File: src/rtl/link_master_burst.sv
`default_nettype none
// ============================================================================
// Module   : link_master_burst
// Purpose  : 4-phase req/ack link master. A start pulse sends a burst of
//            1..MAX_BURST beats to the link slave. Beat words come from an
//            incrementing pattern (BASE_VAL + beat index, modulo 2^DATA_W) or
//            from an upstream source (data_in, acknowledged by data_rd).
//            An optional ack timeout parks the block in an error state with a
//            sticky flag until software clears it.
// Revision : 1.0  initial release
// ----------------------------------------------------------------------------
// Ports
//   clk_sig     in   1       clock, rising edge
//   rst_n       in   1       synchronous active-low reset
//   start       in   1       begin a burst (sampled only when idle)
//   len_in      in   CNT_W   beats in the burst, sampled with start
//   data_in     in   DATA_W  next beat word when DATA_SRC = 1
//   data_rd     out  1       pulse: data_in was consumed at the last edge
//   ack_in      in   1       slave acknowledge
//   req_out     out  1       request to slave
//   data_bus    out  DATA_W  beat data (0 when no beat is offered)
//   busy        out  1       high whenever the master is not idle
//   beat_idx    out  CNT_W   index of the current beat
//   finished    out  1       one-cycle pulse at the end of a burst
//   timeout_err out  1       sticky ack-timeout flag
//   err_clr     in   1       leave the error state (needs ack_in low)
// ============================================================================
module link_master_burst #(
  parameter int                DATA_W      = 8,
  parameter int                MAX_BURST   = 4,
  parameter logic [DATA_W-1:0] BASE_VAL    = 8'hA0,
  parameter int                DATA_SRC    = 0,
  parameter int                ACK_TIMEOUT = 0,
  localparam int               CNT_W       = $clog2(MAX_BURST + 1)
) (
  input  logic              clk_sig,
  input  logic              rst_n,
  input  logic              start,
  input  logic [CNT_W-1:0]  len_in,
  input  logic [DATA_W-1:0] data_in,
  output logic              data_rd,
  input  logic              ack_in,
  output logic              req_out,
  output logic [DATA_W-1:0] data_bus,
  output logic              busy,
  output logic [CNT_W-1:0]  beat_idx,
  output logic              finished,
  output logic              timeout_err,
  input  logic              err_clr
);

  // --------------------------------------------------------------------------
  // Constants
  // --------------------------------------------------------------------------
  localparam int TMO_W = (ACK_TIMEOUT > 0) ? $clog2(ACK_TIMEOUT + 1) : 1;

  // The counter starts at 0 on entry to a waiting state, so the timeout fires
  // on the edge where it already holds ACK_TIMEOUT-1: exactly ACK_TIMEOUT
  // cycles after the state was entered.
  localparam logic [TMO_W-1:0] c_tmo_last = (ACK_TIMEOUT > 0) ? TMO_W'(ACK_TIMEOUT - 1) : '0;
  localparam logic [CNT_W-1:0] c_max_len  = CNT_W'(MAX_BURST);
  localparam logic             c_tmo_en   = (ACK_TIMEOUT > 0);
  localparam logic             c_ext_src  = (DATA_SRC != 0);

  typedef enum logic [2:0] {
    S_IDLE     = 3'd0,
    S_REQ      = 3'd1,
    S_WAIT_LOW = 3'd2,
    S_DONE     = 3'd3,
    S_ERR      = 3'd4
  } state_t;

  // --------------------------------------------------------------------------
  // Registers and next-state wires
  // --------------------------------------------------------------------------
  state_t            r_state;
  state_t            w_state_nxt;
  logic [CNT_W-1:0]  r_len;
  logic [CNT_W-1:0]  w_len_nxt;
  logic [TMO_W-1:0]  r_tmo_cnt;
  logic [TMO_W-1:0]  w_tmo_nxt;

  logic              w_req_nxt;
  logic              w_rd_nxt;
  logic              w_busy_nxt;
  logic              w_fin_nxt;
  logic              w_err_nxt;
  logic [DATA_W-1:0] w_bus_nxt;
  logic [CNT_W-1:0]  w_idx_nxt;

  logic [CNT_W-1:0]  w_load_idx;   // index of the word loaded at this edge
  logic [DATA_W-1:0] w_load_word;  // word for that index
  logic              w_len_ok;
  logic              w_tmo_hit;
  logic              w_last_beat;

  // --------------------------------------------------------------------------
  // Beat word source
  // --------------------------------------------------------------------------
  // A load from IDLE is always beat 0; a load from WAIT_LOW is the next beat.
  assign w_load_idx = (r_state == S_IDLE) ? '0 : beat_idx + CNT_W'(1);

  generate
    if (DATA_SRC != 0) begin : g_src_ext
      logic w_unused_idx;
      assign w_unused_idx = ^w_load_idx;
      assign w_load_word  = data_in;
    end else begin : g_src_pat
      logic w_unused_data;
      assign w_unused_data = ^data_in;
      // Plain modular addition: the pattern wraps past 2^DATA_W-1.
      assign w_load_word   = BASE_VAL + DATA_W'(w_load_idx);
    end
  endgenerate

  // --------------------------------------------------------------------------
  // Qualifiers
  // --------------------------------------------------------------------------
  assign w_len_ok    = (len_in != '0) && (len_in <= c_max_len);
  assign w_tmo_hit   = c_tmo_en && (r_tmo_cnt == c_tmo_last);
  assign w_last_beat = (beat_idx == (r_len - CNT_W'(1)));

  // --------------------------------------------------------------------------
  // Next-state and next-output logic
  // --------------------------------------------------------------------------
  always_comb begin
    w_state_nxt = r_state;
    w_len_nxt   = r_len;
    w_req_nxt   = req_out;
    w_bus_nxt   = data_bus;
    w_idx_nxt   = beat_idx;
    w_rd_nxt    = 1'b0;
    w_fin_nxt   = 1'b0;
    w_err_nxt   = timeout_err;

    unique case (r_state)
      S_IDLE: begin
        // ack_in is deliberately not looked at here.
        if (start && w_len_ok) begin
          w_state_nxt = S_REQ;
          w_len_nxt   = len_in;
          w_idx_nxt   = '0;
          w_req_nxt   = 1'b1;
          w_bus_nxt   = w_load_word;
          w_rd_nxt    = c_ext_src;
        end
      end

      S_REQ: begin
        // A real acknowledge wins over a timeout landing on the same edge.
        if (ack_in) begin
          w_state_nxt = S_WAIT_LOW;
          w_req_nxt   = 1'b0;
        end else if (w_tmo_hit) begin
          w_state_nxt = S_ERR;
          w_req_nxt   = 1'b0;
          w_bus_nxt   = '0;
          w_err_nxt   = 1'b1;
        end
      end

      S_WAIT_LOW: begin
        if (!ack_in) begin
          if (w_last_beat) begin
            w_state_nxt = S_DONE;
            w_fin_nxt   = 1'b1;
            w_bus_nxt   = '0;
          end else begin
            w_state_nxt = S_REQ;
            w_idx_nxt   = beat_idx + CNT_W'(1);
            w_req_nxt   = 1'b1;
            w_bus_nxt   = w_load_word;
            w_rd_nxt    = c_ext_src;
          end
        end else if (w_tmo_hit) begin
          w_state_nxt = S_ERR;
          w_req_nxt   = 1'b0;
          w_bus_nxt   = '0;
          w_err_nxt   = 1'b1;
        end
      end

      S_DONE: begin
        w_state_nxt = S_IDLE;
        w_idx_nxt   = '0;
      end

      S_ERR: begin
        // Only return once the slave has released ack, so a late ack cannot
        // be mistaken for the first handshake of the next burst.
        if (err_clr && !ack_in) begin
          w_state_nxt = S_IDLE;
          w_err_nxt   = 1'b0;
          w_idx_nxt   = '0;
        end
      end

      default: begin
        w_state_nxt = S_IDLE;
        w_req_nxt   = 1'b0;
        w_bus_nxt   = '0;
        w_idx_nxt   = '0;
      end
    endcase

    w_busy_nxt = (w_state_nxt != S_IDLE);

    // Timeout counter restarts on every state change and only runs while
    // waiting on the slave.
    if (w_state_nxt != r_state) begin
      w_tmo_nxt = '0;
    end else if (c_tmo_en && ((r_state == S_REQ) || (r_state == S_WAIT_LOW))) begin
      w_tmo_nxt = r_tmo_cnt + TMO_W'(1);
    end else begin
      w_tmo_nxt = '0;
    end
  end

  // --------------------------------------------------------------------------
  // State and output registers
  // --------------------------------------------------------------------------
  always_ff @(posedge clk_sig) begin
    if (!rst_n) begin
      r_state     <= S_IDLE;
      r_len       <= '0;
      r_tmo_cnt   <= '0;
      req_out     <= 1'b0;
      data_bus    <= '0;
      data_rd     <= 1'b0;
      busy        <= 1'b0;
      beat_idx    <= '0;
      finished    <= 1'b0;
      timeout_err <= 1'b0;
    end else begin
      r_state     <= w_state_nxt;
      r_len       <= w_len_nxt;
      r_tmo_cnt   <= w_tmo_nxt;
      req_out     <= w_req_nxt;
      data_bus    <= w_bus_nxt;
      data_rd     <= w_rd_nxt;
      busy        <= w_busy_nxt;
      beat_idx    <= w_idx_nxt;
      finished    <= w_fin_nxt;
      timeout_err <= w_err_nxt;
    end
  end

endmodule
`default_nettype wire
File: config.mk
export PLATFORM = sky130hd
export DESIGN_NAME = link_master_burst
export DESIGN_NICKNAME = d
export VERILOG_FILES = /design/src/rtl/link_master_burst.sv
export SDC_FILE = /design/constraint.sdc
export NUM_CORES = 1
export LEC_CHECK = 0
export ABC_CLOCK_PERIOD_IN_PS = 1780
export CAP_MARGIN = 20
export CORE_MARGIN = 1.5
export CORE_UTILIZATION = 41
export DETAILED_ROUTE_END_ITERATION = 6
export PLACE_DENSITY = 0.75
export SETUP_SLACK_MARGIN = 0.5
export SYNTH_ARGS = -nofsm -noshare
export SYNTH_HDL_FRONTEND = slang
export SYNTH_SLANG_ARGS = --single-unit
File: constraint.sdc
create_clock -name clk_sig -period 1.78 [get_ports clk_sig]
set_input_delay 0.267 -clock clk_sig [delete_from_list [all_inputs] [get_ports clk_sig]]
set_output_delay 0.267 -clock clk_sig [all_outputs]
set_load 0.02 [all_outputs]
* Yosys cells after proc, flatten, opt, wreduce, memory -nomap -nowiden
Cells that the tools add are included.
W data, S select, Z words.
** Storage, ports and cells
- Bits of input ports :: 16
- Output and inout port bits :: 16
- Register bits :: 20
- Logic and storage cells :: 62
** Operators by class
- Eq/ne operators :: 10
- Bitwise gates (word level) :: 5
- $lt $le $gt $ge :: 1
- Muxes and demuxes :: 22
- Add/subtract/negate cells :: 3
- Reductions and logical operators :: 14
** Operators with widths (number)
- $mux W3 :: 9
- $mux W8 :: 3
- $pmux W3 S4 :: 2
- $pmux W8 S3 :: 1
- $reduce_and A5 Y1 :: 2
- $add A8 B3 Y8 const A :: 1
- $ne A2 B2 Y1 const B :: 4
- $eq A3 B2 Y1 const B :: 2
- $reduce_bool A3 Y1 :: 2
- $reduce_or A3 Y1 :: 2
- $mux W1 :: 5
- $not A1 Y1 :: 5
- $pmux W1 S4 :: 1
- $add A3 B1 Y3 const B :: 1
- $eq A3 B1 Y1 const B :: 1
- $eq A3 B3 Y1 :: 1
- $eq A3 B3 Y1 const B :: 1
- $le A3 B3 Y1 const B :: 1
- $logic_and A1 B1 Y1 :: 3
- $logic_not A3 Y1 :: 1
- $reduce_and A3 Y1 :: 1
- $sub A3 B1 Y3 const B :: 1
- $mux W2 :: 1
- $ne A2 B1 Y1 const B :: 1
- 3 further kinds :: 3

* Longest topological paths before layout
- Depth in word-level cells :: 6
- Depth in mapped cells :: 7
- Gate-level depth less buffers :: 7

* Worst setup path before layout
No wires, ideal clock.
- Path type :: reg2reg
- Start point :: reg r_len[0]
- End point :: reg beat_idx[2]
- Slack :: 16 ps
- Clock period less this slack :: 1764 ps
- Required time :: 1663 ps
- Stages on the path, launching flop included :: 8
- Setup time :: 117 ps
- Buffers on the path :: 0
- Arrival :: 1646 ps
- Path through :: dfxtp_1 -> inv_1 -> ha_1 -> xnor2_1 -> nor4_4 -> nor3_4 -> o21ai_1 -> a32o_1
** Between the ends
- Longest elaborated chain between the ends :: 4
** RTL lines
- start, declared :: RTL line 78 : logic [CNT_W-1:0] r_len;
- start signal, assigned :: RTL line 236 : r_len <= w_len_nxt;
- $sub A3 B1 Y3 :: RTL line 121 : assign w_last_beat = (beat_idx == (r_len - CNT_W'(1)));
- $eq A3 B3 Y1 :: RTL line 121
- $ne A2 B2 Y1 (no source line)
- $reduce_and A5 Y1 (no source line)
- end signal, assigned :: RTL line 242 : beat_idx <= w_idx_nxt;
- end, declared :: RTL line 46 : output logic [CNT_W-1:0] beat_idx,
No other way between the ends.
A chain may end at the register's enable or synchronous reset.

* Final worst setup path
- Start point :: in ack_in
- End point :: reg beat_idx[2]
** Between the ends
- Longest elaborated chain between the ends :: 4
- Elaborated cells on any way between the ends :: 5
- Classes of those cells :: eq/ne (2); reduce/logical (3)
** RTL lines
- start, declared :: RTL line 42 : input logic ack_in,
- $logic_not A1 Y1 :: RTL line 191 : if (err_clr && !ack_in) begin
- $logic_and A1 B1 Y1 :: RTL line 191
- $ne A2 B2 Y1 (no source line)
- $reduce_and A5 Y1 (no source line) (*)
Every way passes the cells marked *; elsewhere a longest branch is shown, timed or not.

==> impl_metrics.toml <==
[run_status]
status = "complete, no violations"

[floorplanning]
die_x_um = 53.00
die_area_mm2 = 0.002808
core_area_mm2 = 0.002276
num_rows = 17
die_y_um = 53.00
io_pins = 32
start_util_pct = 45.02

[timing]
drv_slew = 0
hold_viol = 0
setup_slack_ps = 82.65
fmax_ghz = 0.5892
fin_skew_ps = 5.168
whs_ps = 432.7
rsz0062_at_grt = "true"
layout_min_cycle_time_ps = 1697
finalCritPeriodShare_pct = 95.36
setup_violations = 0

[synthesis]
synth_commonest_cells = "dfxtp_1 (16), nor2b_1 (9), buf_4 (6)"
synth.area.top_cells = "dfxtp_1 (31%), nor2b_1 (5.5%), mux2i_1 (4.9%)"
yosysUniqueCellTypes = 49
synth-seq-cells = 16
syn_inst = 109
synth_ff_type = "dfxtp_1"
synth-edff-count = 0
synth_seq_area_share_pct = 31.26
synthArstFlopShare_pct = 0
yosys_warnings = 0
synth_top_area_cell = "dfxtp_1"
syn_area_mm2 = 0.001025
syn_area_per_cell_um2 = 9.401
synth_top_area_share_pct = 31.26
yosysMostFrequentCell = "dfxtp_1"

[layout]
syn_to_final_growth_pct = 40.78
drive_gt1_share_pct = 43.80
fin_cells = 165
design_area_mm2 = 0.001443
n_fill_cell = 201
nets = 156
diodes = 0

[setup_path]
critPathKind = "in2reg"
start_kind = "input pin"
reg2reg_depth = 7
worstReg2RegEnd = "req_out"
critPathCaptureType = "register"
reg2reg_from = "r_len[0]"
required_ps = 1960
rrSetupSlack_ps = 110
crit_fanout = 5
critPathArrivalTime_ps = 1870

[placed_design]
gp_congestion = 0.7135
place_ws_ps = -236.7
postPlaceCellArea_mm2 = 0.001378
hpwl_mm = 1.652
portBuffers = 18
dp.cells = 159

[cts]
numClockSinks = 16
cts_tree = "done"
postCtsHoldBufs = 0
clk_path_buf_depth = 2
numCtsBuffers = 3
root_buffer = "clkbuf_4"
cts.htree.levels = 1
insertion_delay_ps = 280
clk_pin_slew_ps = 90

[pwr]
leakagePower_nw = 0.5828
ir_drop_mv = 0.3271
power_density_mw_per_mm2 = 601.1

[detailed_routing]
drt_iter0_drc = 10
drc_errors = 0
ant_nets = 0
vias = 887
routedWlPerCell_um = 13.19
drt-total-wl_mm = 2.176
dr.pass1.iters = 5
viasPerCell = 5.376

[global_route]
grt-ovfl-total = 0
grt_max_degree = 21
grtUsageMet3_pct = 4.237
grt_usage_pct = 18.05
first_global_vias = 847
met1_usage_pct = 21.38
grt_pass1_wl_mm = 3.670
antenna_found_initial = 0
top_usage_layer = "met2"
met2_usage_pct = 30.21

[min_path]
hold_depth = 3
holdPathEnd = "r_len[0]"
hp-start = "len_in[0]"
hold_class = "in2reg"

[run]
maxCapViolCount = 0
## what timing repair did
item,CTS,global route
setup buffers,1,1
pin swaps,8,4
endpoints found under the setup margin,26,21
resized for setup,31,16
## area by class of cell
type	count	area [um^2]	area share (%)
sequential	16	337.8	23.42
clock buffer	4	26.28	1.821
tap	28	35.03	2.428
inverter	2	10.01	0.6938
multi-input combinational	81	735.7	51.00
timing repair buffer	34	297.8	20.64
## placed cells by master (no fill, tap or decap), types with 3 or more instances in the layout
cell type and instances:
dfxtp_1 8, buf_4 14, clkdlybuf4s50_1 3, nor2b_1 8, mux2i_1 5, dfxtp_2 5, clkdlybuf4s15_1 3, a21oi_1 3
dlygate4sd2_1 6, nand2_1 3, clkbuf_2 3, clkdlybuf4s15_2 3, nor2_1 4, nand3_1 3, dfxtp_4 3, conb_1 5
clkbuf_4 3
## kinds of logic (layout without fill, tap and decap cells)
| logic type | after synthesis | count (layout) | share of synthesized area (%) |
|---|---|---|---|
| mux | 5 | 5 | 4.884 |
| simple gates | 43 | 43 | 30.28 |
| compound gates | 21 | 21 | 16.24 |
| buf+inv | 16 | 40 | 8.669 |
| flops | 16 | 16 | 31.26 |
| xor+xnor | 5 | 5 | 5.861 |
| fa+ha+maj | 2 | 2 | 2.442 |
| other cells | 1 | 5 | 0.3659 |
## through the flow
stage | util, % | power [mW] | TNS (ps)
3_3_place_gp | 60.53 | 0.6704 | -1978
2_1_floorplan | - | 0.5946 | 0
3_5_place_dp | 60.53 | 0.6777 | -2300
5_1_grt | 63.39 | 0.9219 | 0
6_report | 63.39 | 0.8672 | 0
4_1_cts | 62.40 | 0.8695 | 0
## worst max-delay path, stage by stage
cell             delay, ps
clkdlybuf4s50_1        480
nor2b_1                300
o311ai_4               150
nor3_4                 310
o21ai_1                120
a32o_1                 240
## how the worst max path moves through the flow
stage,startpoint,end,slack [ps],cells after the start
3_3_place_gp,len_in[0],data_bus[2],-200,6
4_1_cts,r_len[0],beat_idx[2],90,7
3_5_place_dp,len_in[0],data_bus[2],-240,6
5_1_grt,r_len[0],beat_idx[1],20,7
2_1_floorplan,r_len[0],req_out,240,7
6_report,ack_in,beat_idx[2],80,6
## state kept, by name (all words and copies together) (netlist names)
register	cells
beat_idx	3
busy	1
data_bus	4
finished	1
r_len	3
r_state	3
req_out	1
## metal layers
layer	share of wire [%]	vias up
met5	0	-
met4	1.4	0
met3	4.8	4
met2	50	27
met1	43	414
li1	-	442
## power breakdown
group	switching (mW)	internal, mW	total, mW
clock	0.111	0.0869	0.198
combinational	0.135	0.145	0.280
sequential	0.0163	0.373	0.390
total	0.262	0.605	0.867
Note: power is estimated with default switching activity, not from simulation.
